`src/rtl/max7219_rx.sv`:
```
// ============================================================================
// Module      : max7219_rx
// Description : MAX7219-compatible serial receiver with a digit/control
//               register file and registered read-back. Define the macro
//               MAX7219_RX_CODEB_EN to enable Code B decoding on read-back.
// Revision    : 1.0 - initial release
// ============================================================================
`default_nettype none

module max7219_rx #(
  parameter int SYNC_STAGES = 2
) (
  input  logic       clk,
  input  logic       rst,
  input  logic       sck,
  input  logic       din,
  input  logic       cs,
  input  logic [2:0] rd_addr,
  output logic [7:0] rd_data,
  output logic [3:0] intensity,
  output logic [2:0] scan_limit,
  output logic       shutdown,
  output logic       disp_test,
  output logic       frame_valid,
  output logic       frame_err
);

  localparam logic [2:0] SETTLED = 3'(SYNC_STAGES + 1);

  logic [SYNC_STAGES-1:0] sck_sync, din_sync, cs_sync;
  logic                   sck_s, din_s, cs_s, sck_d, cs_d;
  logic                   sck_rise, cs_rise, cs_fall;
  logic [2:0]             settle;
  logic                   armed;
  logic [15:0]            shreg;
  logic [4:0]             count;
  logic [7:0]             digit [8];
  logic [7:0]             decode;
  logic [7:0]             rd_next;

  always_ff @(posedge clk) begin
    if (rst) begin
      sck_sync <= '0;
      din_sync <= '0;
      cs_sync  <= '1;
    end else begin
      sck_sync <= {sck_sync[SYNC_STAGES-2:0], sck};
      din_sync <= {din_sync[SYNC_STAGES-2:0], din};
      cs_sync  <= {cs_sync[SYNC_STAGES-2:0], cs};
    end
  end

  assign sck_s    = sck_sync[SYNC_STAGES-1];
  assign din_s    = din_sync[SYNC_STAGES-1];
  assign cs_s     = cs_sync[SYNC_STAGES-1];
  assign sck_rise = sck_s & ~sck_d;
  assign cs_rise  = cs_s & ~cs_d;
  assign cs_fall  = ~cs_s & cs_d;

  // A cs falling edge arms the receiver only once the synchronizers have
  // flushed their reset value, so a frame cut by rst is never resumed.
  always_ff @(posedge clk) begin
    if (rst) begin
      sck_d       <= 1'b0;
      cs_d        <= 1'b1;
      settle      <= '0;
      armed       <= 1'b0;
      shreg       <= '0;
      count       <= '0;
      decode      <= '0;
      intensity   <= '0;
      scan_limit  <= '0;
      shutdown    <= 1'b1;
      disp_test   <= 1'b0;
      frame_valid <= 1'b0;
      frame_err   <= 1'b0;
      for (int i = 0; i < 8; i++) digit[i] <= '0;
    end else begin
      sck_d       <= sck_s;
      cs_d        <= cs_s;
      frame_valid <= 1'b0;
      frame_err   <= 1'b0;
      if (settle != SETTLED) settle <= settle + 3'd1;

      if (cs_fall && settle == SETTLED) begin
        shreg <= '0;
        count <= '0;
        armed <= 1'b1;
      end else if (cs_rise && armed) begin
        armed <= 1'b0;
        if (count == 5'd16) begin
          frame_valid <= 1'b1;
          case (shreg[11:8])
            4'h1, 4'h2, 4'h3, 4'h4,
            4'h5, 4'h6, 4'h7, 4'h8: digit[3'(shreg[11:8] - 4'h1)] <= shreg[7:0];
            4'h9:    decode     <= shreg[7:0];
            4'hA:    intensity  <= shreg[3:0];
            4'hB:    scan_limit <= shreg[2:0];
            4'hC:    shutdown   <= ~shreg[0];
            4'hF:    disp_test  <= shreg[0];
            default: ;
          endcase
        end else begin
          frame_err <= 1'b1;
        end
      end else if (armed && !cs_s && sck_rise) begin
        shreg <= {shreg[14:0], din_s};
        if (count != 5'd17) count <= count + 5'd1;
      end
    end
  end

`ifdef MAX7219_RX_CODEB_EN
  function automatic logic [6:0] code_b(input logic [3:0] v);
    case (v)
      4'h0: code_b = 7'h7E;  4'h1: code_b = 7'h30;
      4'h2: code_b = 7'h6D;  4'h3: code_b = 7'h79;
      4'h4: code_b = 7'h33;  4'h5: code_b = 7'h5B;
      4'h6: code_b = 7'h5F;  4'h7: code_b = 7'h70;
      4'h8: code_b = 7'h7F;  4'h9: code_b = 7'h7B;
      4'hA: code_b = 7'h01;  4'hB: code_b = 7'h4F;
      4'hC: code_b = 7'h37;  4'hD: code_b = 7'h0E;
      4'hE: code_b = 7'h67;  default: code_b = 7'h00;
    endcase
  endfunction
  logic unused_bits;
  assign unused_bits = ^shreg[15:12];
`else
  logic unused_bits;
  assign unused_bits = ^{shreg[15:12], decode};
`endif

  always_comb begin
    rd_next = digit[rd_addr];
`ifdef MAX7219_RX_CODEB_EN
    if (decode[rd_addr]) rd_next = {digit[rd_addr][7], code_b(digit[rd_addr][3:0])};
`endif
    if (disp_test)                 rd_next = 8'hFF;
    else if (shutdown)             rd_next = 8'h00;
    else if (rd_addr > scan_limit) rd_next = 8'h00;
  end

  always_ff @(posedge clk) begin
    if (rst) rd_data <= 8'h00;
    else     rd_data <= rd_next;
  end

endmodule

`default_nettype wire

```
`config.mk`:
```
export PLATFORM = sky130hd
export DESIGN_NAME = max7219_rx
export DESIGN_NICKNAME = d
export VERILOG_FILES = /design/src/rtl/max7219_rx.sv
export SDC_FILE = /design/constraint.sdc
export NUM_CORES = 1
export LEC_CHECK = 0
export CAP_MARGIN = 30
export CORE_MARGIN = 2
export CORE_UTILIZATION = 37
export DETAILED_ROUTE_END_ITERATION = 16
export DONT_BUFFER_PORTS = 1
export HOLD_SLACK_MARGIN = 0.06
export PLACE_DENSITY = 0.61
export SLEW_MARGIN = 40
export SYNTH_ARGS = -nofsm -noshare
export SYNTH_HDL_FRONTEND = slang
export SYNTH_SLANG_ARGS = --single-unit
export TNS_END_PERCENT = 1
```
`constraint.sdc`:
```
create_clock -name clk -period 5.25 [get_ports clk]
set_input_delay 1.05 -clock clk [delete_from_list [all_inputs] [get_ports clk]]
set_output_delay 1.05 -clock clk [all_outputs]
set_load 0.005 [all_outputs]
```
# Word-level counts from Yosys, hierarchy flattened

Memories as Yosys holds them, arrays and structs flattened.
Cells that the tools add are included.

Flip-flop bits (word level): 48
Bits in latches: 0
Memory bits (writable): 64
ROM bits: 0
Input port bits: 8
Output and inout port bits: 19
Logic and storage cells: 80
Memories kept: 1

$add $sub $neg: 3
Multipliers: 0
Divide/modulo/power cells: 0
$lt $le $gt $ge: 1
Eq/ne operators: 16
Shift operators: 0
Multiplexer cells: 18
Bitwise logic cells: 9
Reduce and logical (&&, ||, !) cells: 16

Memories:

| memory | words | width | rd ports | clocked after memory_dff | wr ports | line | text |
|---|---|---|---|---|---|---|---|
| digit  | 8     | 8     | 1        | 0                        | 8        | 37   | `logic [7:0] digit [8];` |

Operators with widths:

| operator                                         | count |
|---|---|
| 2-to-1 mux 8 bit                                 | 4 |
| == test 4 bit, second input constant             | 5 |
| == test 4 x 3 -> 1 bit, second input constant    | 4 |
| AND reduction 4 bit                              | 4 |
| OR reduction 8 bit                               | 2 |
| 2-to-1 mux 1 bit                                 | 13 |
| == test 4 x 2 -> 1 bit, second input constant    | 2 |
| NOT 1 bit                                        | 6 |
| adder 5 x 1 -> 5 bit, second input constant      | 1 |
| == test 5 bit, second input constant             | 1 |
| != test 5 bit, second input constant             | 1 |
| == test 4 x 1 -> 1 bit, second input constant    | 1 |
| logical AND 1 bit                                | 4 |
| adder 3 x 1 -> 3 bit, second input constant      | 1 |
| AND 1 bit                                        | 3 |
| == test 3 x 2 -> 1 bit, second input constant    | 1 |
| greater-than comparator 3 bit                    | 1 |
| 2-to-1 mux 3 bit                                 | 1 |
| != test 3 x 2 -> 1 bit, second input constant    | 1 |
| AND reduction 3 bit                              | 1 |
| OR reduction 3 bit                               | 1 |
| subtractor 3 x 1 -> 3 bit, second input constant | 1 |
| AND reduction 2 bit                              | 1 |
| nonzero test 2 bit                               | 1 |
| other kinds (2)                                  | 2 |

# Logic depth before layout (Yosys ltp)

Gate-level depths: netlist of run 1.

Depth in word-level cells: 10
Gate-level depth with buffers: 8
Mapped depth without buffers: 6

# Worst setup path after synthesis of run 1

Ideal clock, no wire load.

Kind: input -> register
From: input port rst
To: memory digit[2][0], enable pin
Library setup time: 0.398 ns
Arrival time: 3.014 ns
Required time: 4.852 ns
Path slack: 1.838 ns
Stages: 5
Buffers on the path: 2
Cells stage by stage: clkbuf_1 -> a211o_1 -> or3_1 -> clkbuf_1 -> o41ai_1

RTL lines:

| element     | line | text |
|---|---|---|
| from (decl) | 14   | `input logic rst,` |
| to (decl)   | 37   |  |

==> metrics, run 1 <==
status complete, no violations; P_int 1.40 mW; Syn Area/Cell around 12 µm²; EDFF count, synth 64; met2 wire length about 5000 µm; IO Port Bufs 0; max incr delay on CP around 750 ps; Clk network pwr share between 40% and 50%; pwr/cell area 326 nW/µm²; die height 118 µm; Final Util a little over two fifths; Root Buffer clkbuf_16; placed cell area 4990 µm²; core area 12700 µm²; Routed wire per std cell about 17 µm; CTS Sinks about 110; Die Area ~14000 µm²; crit share post-route approximately three fifths; clock tree buffer depth 2; Seq/Total Area, Yosys ~60%; largest net degree at the start of global routing 28; setup TNS 0 ps; Main synth FF type edfxtp_1; commonest non-fill, non-tap cells in the layout edfxtp_1 (64), nor2_1 (49), dfxtp_1 (48); endpoints failing hold 0; Yosys top cell area share 39.8%; Yosys Warn Count 0; metal3 WL about 420 µm; drt drc 0; worst slew pin tran 661 ps; Synth Net Count 428; DPL Wire Length 6760 µm; FMAX 0.320 GHz; static leakage 1.93 nW; Worst EP arrival between 3000 and 4000 ps; Final Setup Violations 0; Met1 Wirelength 4360 µm; power share of the combinational group ~3.6%; Distinct cells, synth 39; Reg clk slew, reported paths about 70 ps; number of synthesized register bits ~110; share of cells above drive strength 1 between 10 and 15%; Post-synth ARST share 0%; CTS H-tree depth 3; Area Growth Syn to Fin 10.3%; Worst Skew between 7 and 8 ps; Non-Filler Instances between 500 and 600; number of diodes 0; number of global-route vias before repair approximately 2900; Net Sw Frac approximately a fifth; Worst path top cell family by delay compound AO/OA/AOI/OAI gates; Mapped Cells 408; CP max-delay cell o41ai_4; GRT Residual Overflow 0; critical setup path kind reg -> reg; Hold Buf Count CTS 0; Tot GR Track Use about 15%; GP Congestion slightly above 0.8; Setup crit end kind flop; part of the power in registers a little under three fifths; Tmin final roughly 3100 ps; CP Cell Sequence ha_1 > ha_1 > and3b_1 > a211o_1 > or3_1 > o41ai_4; most frequent CP cell ha_1; # resized after CTS 0; max-slew violation count 0; DRT Wirelength ~9900 µm; Setup Fix Bufs, Post-CTS 0; slew margin rel. 55.8%; CP max FO 18; Routed Antenna Nets 0; clk_lat worst skew about 350 ps; row cnt between 40 and 50; Via density between 5 and 6; WP data required around 5200 ps; RSZ-0062 raised after global routing no; Hold Crit Class reg -> reg; first-pass GRT wire length 16000 µm; die width between 100 and 150 µm; vias just under 3000; R2R Setup Slk ~2100 ps; Net count, final 417; post-layout instance area approximately 5300 µm²; TritonCTS clock tree yes; register area between 2000 and 3000 µm²; drt pass-1 iters 4; Filler cells 1211; antenna violations before repair 0; Starting Density a little under two fifths; Ports 27; cell taking the most area after synthesis edfxtp_1; critical path buffer and inverter count 0; total of max-cap violations 0; uppermost routed layer met4; Startpoint Class flop; worst vdd ir roughly 140 µV; drt initial violations approximately 230; Sw Pwr between 0.3 and 0.4 mW; multi-input logic area 1820 µm²; commonest non-fill, non-tap cell in the layout edfxtp_1; placed cells ~560; Num CTS Buffers 9; Hold WS roughly 410 ps; mapped cell area slightly below 5000 µm²; largest cells by area after synthesis edfxtp_1 (40%), dfxtp_1 (20%), mux4_2 (7.5%)
power groups by stage:
stage | Sequential [mW] | Combinational, mW | Clock, mW
final | 0.961 | 0.0630 | 0.710
after CTS | 0.961 | 0.0639 | 0.722
after global routing | 0.963 | 0.0697 | 0.757
after global placement | 0.979 | 0.0611 | 0
after detailed placement | 0.981 | 0.0636 | 0
after floorplan | 0.976 | 0.0597 | 0
routing by layer:
layer | vias up | GRT usage (%)
li1 | 1431 | -
met1 | 1390 | 19.5
met2 | 53 | 24.5
met3 | 15 | 3.28
met4 | 0 | 6.78
met5 | - | 0
metrics by stage:
step           setup WS [ps]  total power, mW
6_report                2120             1.73
5_1_grt                 1960             1.79
4_1_cts                 2110             1.75
3_5_place_dp            2090             1.04
3_3_place_gp            1970             1.04
2_1_floorplan           1840             1.04
path summary, 6_finish.rpt:
| path | startpoint | endpoint | cells past startpoint |
|---|---|---|---|
| max | settle[0] | digit[7][2] | 6 |
| min | cs_sync[0] | cs_sync[1] | 1 |
| max reg2reg | settle[0] | digit[7][2] | 6 |
| min reg2reg | cs_sync[0] | cs_sync[1] | 1 |
area by class of cell:
| type | count | share of cell area (%) |
|---|---|---|
| clock buffers | 14 | 5.19 |
| inverters | 16 | 1.13 |
| repair buffers | 4 | 0.564 |
| well taps | 172 | 4.04 |
| clock inverters | 2 | 0.682 |
| flip-flops and latches | 112 | 54.1 |
| multi-input cells | 254 | 34.2 |
Yosys cell counts (all sizes together), types with 3 or more instances:
| cell | count |
|---|---|
| a21o | 4 |
| a21oi | 17 |
| and3 | 32 |
| buf | 8 |
| clkbuf | 18 |
| dfxtp | 48 |
| edfxtp | 64 |
| ha | 12 |
| inv | 16 |
| mux2i | 17 |
| mux4 | 16 |
| nand2 | 46 |
| nor2 | 49 |
| nor2b | 8 |
| nor3 | 8 |
| o21ai | 14 |
| or3 | 3 |
| xor2 | 4 |
cell families (layout without fill, tap and decap cells):
kind of cell               after synthesis  after routing  synth area share [%]
and+or+nand+nor                        164            164                  17.0
DFF                                    112            112                  59.7
buffers and inverters                   42             36                  3.40
AOI/OAI and AO/OA                       40             40                  4.87
muxes                                   33             33                  11.0
adders and majority gates               12             12                  3.11
xor gates and xnor gates                 5              5                 0.907
sequential cells by signal, summed over array words and instances, names as in the netlist, 2 cells and up:
register and count:
sck_sync 2, cs_sync 2, intensity 4, shreg 12
count 5, digit 64, din_sync 2, scan_limit 3
rd_data 8, settle 3
worst reg2reg max path, stage by stage, from the launching register on:
cell and delay, ps:
dfxtp_1 320, ha_1 190, ha_1 260, and3b_1 230, a211o_1 320, or3_1 670, o41ai_4 750
Power figures use the tool's default switching activity.
==> run 2: changes to the inputs <==
- PLACE_DENSITY: 0.61 -> 0.63
- clock period: 5.25 -> 2.6 ns (I/O delays scaled with it)
==> metrics, run 2 (synthesis results as in run 1) <==
worst hold stages 1 (unchanged); pwr/cell area 647 nW/µm² (+99%); critical setup path kind reg -> reg; Hold Crit Class in -> reg; register area 2880 µm² (about the same); Die Area 14000 µm² (unchanged); Largest regs digit (64), shreg (12), rd_data (8); Setup crit end kind flop; R2R Path End digit[7][3]; drt initial violations 223 (-1.3%); Power Total 3.50 mW (+100%); GP Congestion 0.805 (-2.1%); total of max-cap violations 0 (unchanged); number of diodes 0 (unchanged); hold wc startpoint rst; worst slack at placement 77.5 ps (-2010 ps); Filler cells 1164 (-3.9%); Routed Antenna Nets 0 (unchanged); WP data required 2670 ps (-2560 ps); Via density 5.15 (+2.4%); multi-input logic area 1820 µm² (about the same); largest reg by FF count digit; Final Setup Violations 0 (unchanged); Starting Density 38.1% (unchanged); row cnt 41 (unchanged); slew margin rel. 52.9% (-2.9 points); Tmin final 2490 ps (-638 ps); commonest non-fill, non-tap cell in the layout edfxtp_1; drt pass-1 iters 4 (unchanged); static leakage 2.00 nW (+3.5%); worst slew pin tran 702 ps (+41.4 ps); commonest non-fill, non-tap cells in the layout edfxtp_1 (64), nor2_1 (49), dfxtp_1 (47); share of cells above drive strength 1 14.3% (+3.1 points); most frequent CP cell ha_1; die height 118 µm (unchanged); Reg clk slew, reported paths 70 ps (about the same); R2R Setup Slk 110 ps (-2010 ps); placed cells 570 (+2.2%); vias 3020 (+4.5%); CTS H-tree depth 3 (unchanged); setup TNS 0 ps (unchanged); die width 118 µm (unchanged); FMAX 0.402 GHz (+26%); CP Cell Sequence ha_1 > ha_1 > and3b_1 > a211o_1 > or3_1 > o41ai_4 > buf_6; TritonCTS clock tree yes; DPL Wire Length 6870 µm (+1.6%); Routed wire per std cell 16.7 µm (-2.5%); Setup Fix Bufs, Post-CTS 0 (unchanged); worst vdd ir 460 µV (+220%); Startpoint Class flop; Worst Skew 6.70 ps (-0.964 ps); largest net degree at the start of global routing 28 (unchanged); endpoints failing hold 0 (unchanged); DRT Wirelength 9810 µm (-0.46%); max FFs per register 64 (unchanged); Area Growth Syn to Fin 12.2%; CTS Sinks 112 (unchanged); first-pass GRT wire length 16100 µm (+0.86%); CP max FO 8 (-10); Reg2Reg Depth 7 (+1); Ports 27 (unchanged); RR Startpoint settle[0]; Worst EP arrival 2550 ps (-560 ps); clk_lat worst skew 350 ps (about the same); Net count, final 429 (+2.9%); crit share post-route 95.7% (+36 points); sink of the worst hold path sck_sync[1]; max incr delay on CP 430 ps (-320 ps); CP max-delay cell or3_1; Non-Filler Instances 586 (+2.1%); drt drc 0 (unchanged); Tot GR Track Use 14.8% (-0.31 points); grt met2 use 23.2% (-1.3 points); busiest grt layer met2; Final Util 42.8% (+0.74 points); Worst path top cell family by delay compound AO/OA/AOI/OAI gates; number of global-route vias before repair 2972 (+1.5%); M1 GR Usage 20.4% (+0.87 points); RSZ-0062 raised after global routing no; GRT Residual Overflow 0 (unchanged); max-slew violation count 0 (unchanged); status complete, no violations; clock tree buffer depth 2 (unchanged); antenna violations before repair 0 (unchanged); Root Buffer clkbuf_16; IO Port Bufs 0 (unchanged); critical path buffer and inverter count 1 (+1); GRT met3 Usage 3.91% (+0.63 points); worst setup margin 113 ps (-2010 ps); core area 12700 µm² (unchanged); Num CTS Buffers 9 (unchanged)
## run 2: worst max path at each step
stage	start	endpoint	slack (ps)	depth (start not counted)
after floorplan	settle[0]	digit[7][0]	-8	7
after global placement	settle[0]	digit[7][5]	150	7
final	settle[0]	digit[7][3]	110	7
after global routing	settle[0]	digit[7][3]	9	7
after CTS	shreg[8]	digit[2][0]	80	7
after detailed placement	shreg[8]	digit[2][4]	80	7
## run 2: where the power goes
part	switching (mW)	total (mW)	internal [mW]	leakage, nW
combinational	0.0607	0.134	0.0735	0.809
sequential	0.0192	1.94	1.92	1.04
clock	0.664	1.43	0.768	0.154
## run 2: final cells by class
class	instances	area share, %
inverters	16	1.11
multi-input cells	254	33.6
repair buffers	16	2.29
well taps	172	3.97
flip-flops and latches	112	53.2
clock inverters	7	1.62
clock buffers	9	4.16
## run 2: through the flow
stage	hold slack (ps)	area, µm²
after floorplan	389	4860
after global placement	400	5100
after detailed placement	411	5100
after CTS	224	5410
after global routing	214	5420
final	233	5420
## run 2: per-layer routing
metal	up-vias	routed length, µm
met3	12	721
met2	100	4560
met4	0	134
met5	-	0
met1	1455	4400
li1	1453	-
## run 2: repair_timing
item,CTS,global route
setup endpoints to repair,0,16
hold buffers,0,0
resized for setup,0,2
==> run 3: changes to the inputs <==
- PLACE_DENSITY: 0.63 -> 0.61
- clock period: 2.6 -> 2.4 ns (I/O delays scaled with it)
==> metrics, run 3 (synthesis results as in run 1) <==
die width 118 µm (unchanged); max FFs per register 64 (unchanged); endpoints failing hold 0 (unchanged); Routed Antenna Nets 0 (unchanged); clk_lat worst skew 350 ps (about the same); max-slew violation count 0 (unchanged); first-pass GRT wire length 16800 µm (+4.4%); row cnt 41 (unchanged); Final Util 43.5% (+0.77 points); Starting Density 38.1% (unchanged); Root Buffer clkbuf_16; number of diodes 0 (unchanged); DRT Wirelength 10400 µm (+5.7%); CP max FO 17 (+9); setup TNS 0 ps (unchanged); Tmin final 2310 ps (-176 ps); Worst EP arrival 2380 ps (-170 ps); critical setup path kind reg -> reg; CTS Sinks 112 (unchanged); Routed wire per std cell 17.6 µm (+4.8%); antenna violations before repair 0 (unchanged); static leakage 2.05 nW (+2.4%); CTS H-tree depth 3 (unchanged); die height 118 µm (unchanged); Hold Buf Count CTS 0 (unchanged); Ports 27 (unchanged); Setup crit end kind flop; total of max-cap violations 0 (unchanged); Net count, final 434 (+1.2%); core area 12700 µm² (unchanged); clock tree buffer depth 2 (unchanged); drt initial violations 196 (-12%); Largest regs digit (64), shreg (12), rd_data (8); commonest non-fill, non-tap cells in the layout edfxtp_1 (64), nor2_1 (49), nand2_1 (46); drt pass-1 iters 4 (unchanged); worst slew pin tran 693 ps (-9.14 ps); largest reg by FF count digit; GP Congestion 0.835 (+3.7%); Via density 5.18 (+0.60%); number of global-route vias before repair 3118 (+4.9%); status complete, no violations; GRT Residual Overflow 0 (unchanged); vias 3064 (+1.5%); pwr/cell area 677 nW/µm² (+4.7%); crit share post-route 96.3% (+0.62 points); Tot GR Track Use 15.8% (+0.95 points); worst slack at placement -19.2 ps (-96.7 ps); DPL Wire Length 7380 µm (+7.4%); Area Growth Syn to Fin 14.3%; IO Port Bufs 0 (unchanged); worst vdd ir 592 µV (+29%); slew margin rel. 53.7% (+0.81 points); Startpoint Class flop; drt drc 0 (unchanged); commonest non-fill, non-tap cell in the layout edfxtp_1; TritonCTS clock tree yes; WP data required 2470 ps (-200 ps); largest net degree at the start of global routing 28 (unchanged); FMAX 0.433 GHz (+7.6%); share of cells above drive strength 1 16.7% (+2.5 points); Final Setup Violations 0 (unchanged); Die Area 14000 µm² (unchanged); worst setup margin 89.4 ps (-23.6 ps); Num CTS Buffers 9 (unchanged); Worst Skew 10.2 ps (+3.47 ps); Hold Crit Class in -> reg; Reg clk slew, reported paths 70 ps (about the same); Filler cells 1189 (+2.1%)
-- run 3: worst max-delay path, stage by stage (launching register included) --
cell,delay [ps]
dfxtp_4,390
inv_2,70
ha_1,230
nor2b_1,160
or3_4,350
or3_4,400
buf_6,170
o21ai_2,130
buf_6,150
-- run 3: per-layer routing --
layer / vias to the layer above / GRT usage (%) / part of all wire [%]
met1: 1493 / 20.5 / 43
met5: - / 0 / 0
met4: 0 / 5.27 / 1.6
met3: 14 / 4.15 / 6.8
li1: 1461 / - / -
met2: 96 / 25.7 / 48
-- run 3: repair_timing --
item	4_1_cts	5_1_grt
gates cloned	0	0
gates resized for setup	4	4
buffers inserted	0	0
setup endpoints to repair	16	32
pin swaps	0	2
-- run 3: final cells by class --
class | count | area (µm²) | share of cell area [%]
tap | 172 | 215 | 3.90
timing repair buffer | 21 | 185 | 3.36
sequential | 112 | 2890 | 52.4
inverter | 16 | 60.1 | 1.09
clock buffer | 16 | 293 | 5.31
multi-input combinational | 254 | 1870 | 33.9
-- run 3: path summary, 6_finish.rpt --
check	from	endpoint	slack (ps)	cells past startpoint
worst max register to register	shreg[8]	digit[0][7]	90	8
worst min register to register	cs_sync[0]	cs_sync[1]	410	1
worst max-delay path	shreg[8]	digit[0][7]	90	8
worst min-delay path	rst	settle[0]	190	1
-- run 3: through the flow --
| stage | std cells | area (µm²) | hold WS [ps] | total power [mW] |
|---|---|---|---|---|
| CTS | 591 | 5500 | 180 | 3.77 |
| detailed placement | 575 | 5190 | 401 | 2.31 |
| finish | 591 | 5520 | 191 | 3.73 |
| floorplan | 408 | 4900 | 389 | 2.28 |
| global placement | 575 | 5190 | 395 | 2.30 |
| global route | 591 | 5520 | 176 | 3.85 |
-- run 3: report_power, final --
group	switching (mW)	internal (mW)
combinational	0.0716	0.0920
sequential	0.0260	2.08
clock	0.638	0.827
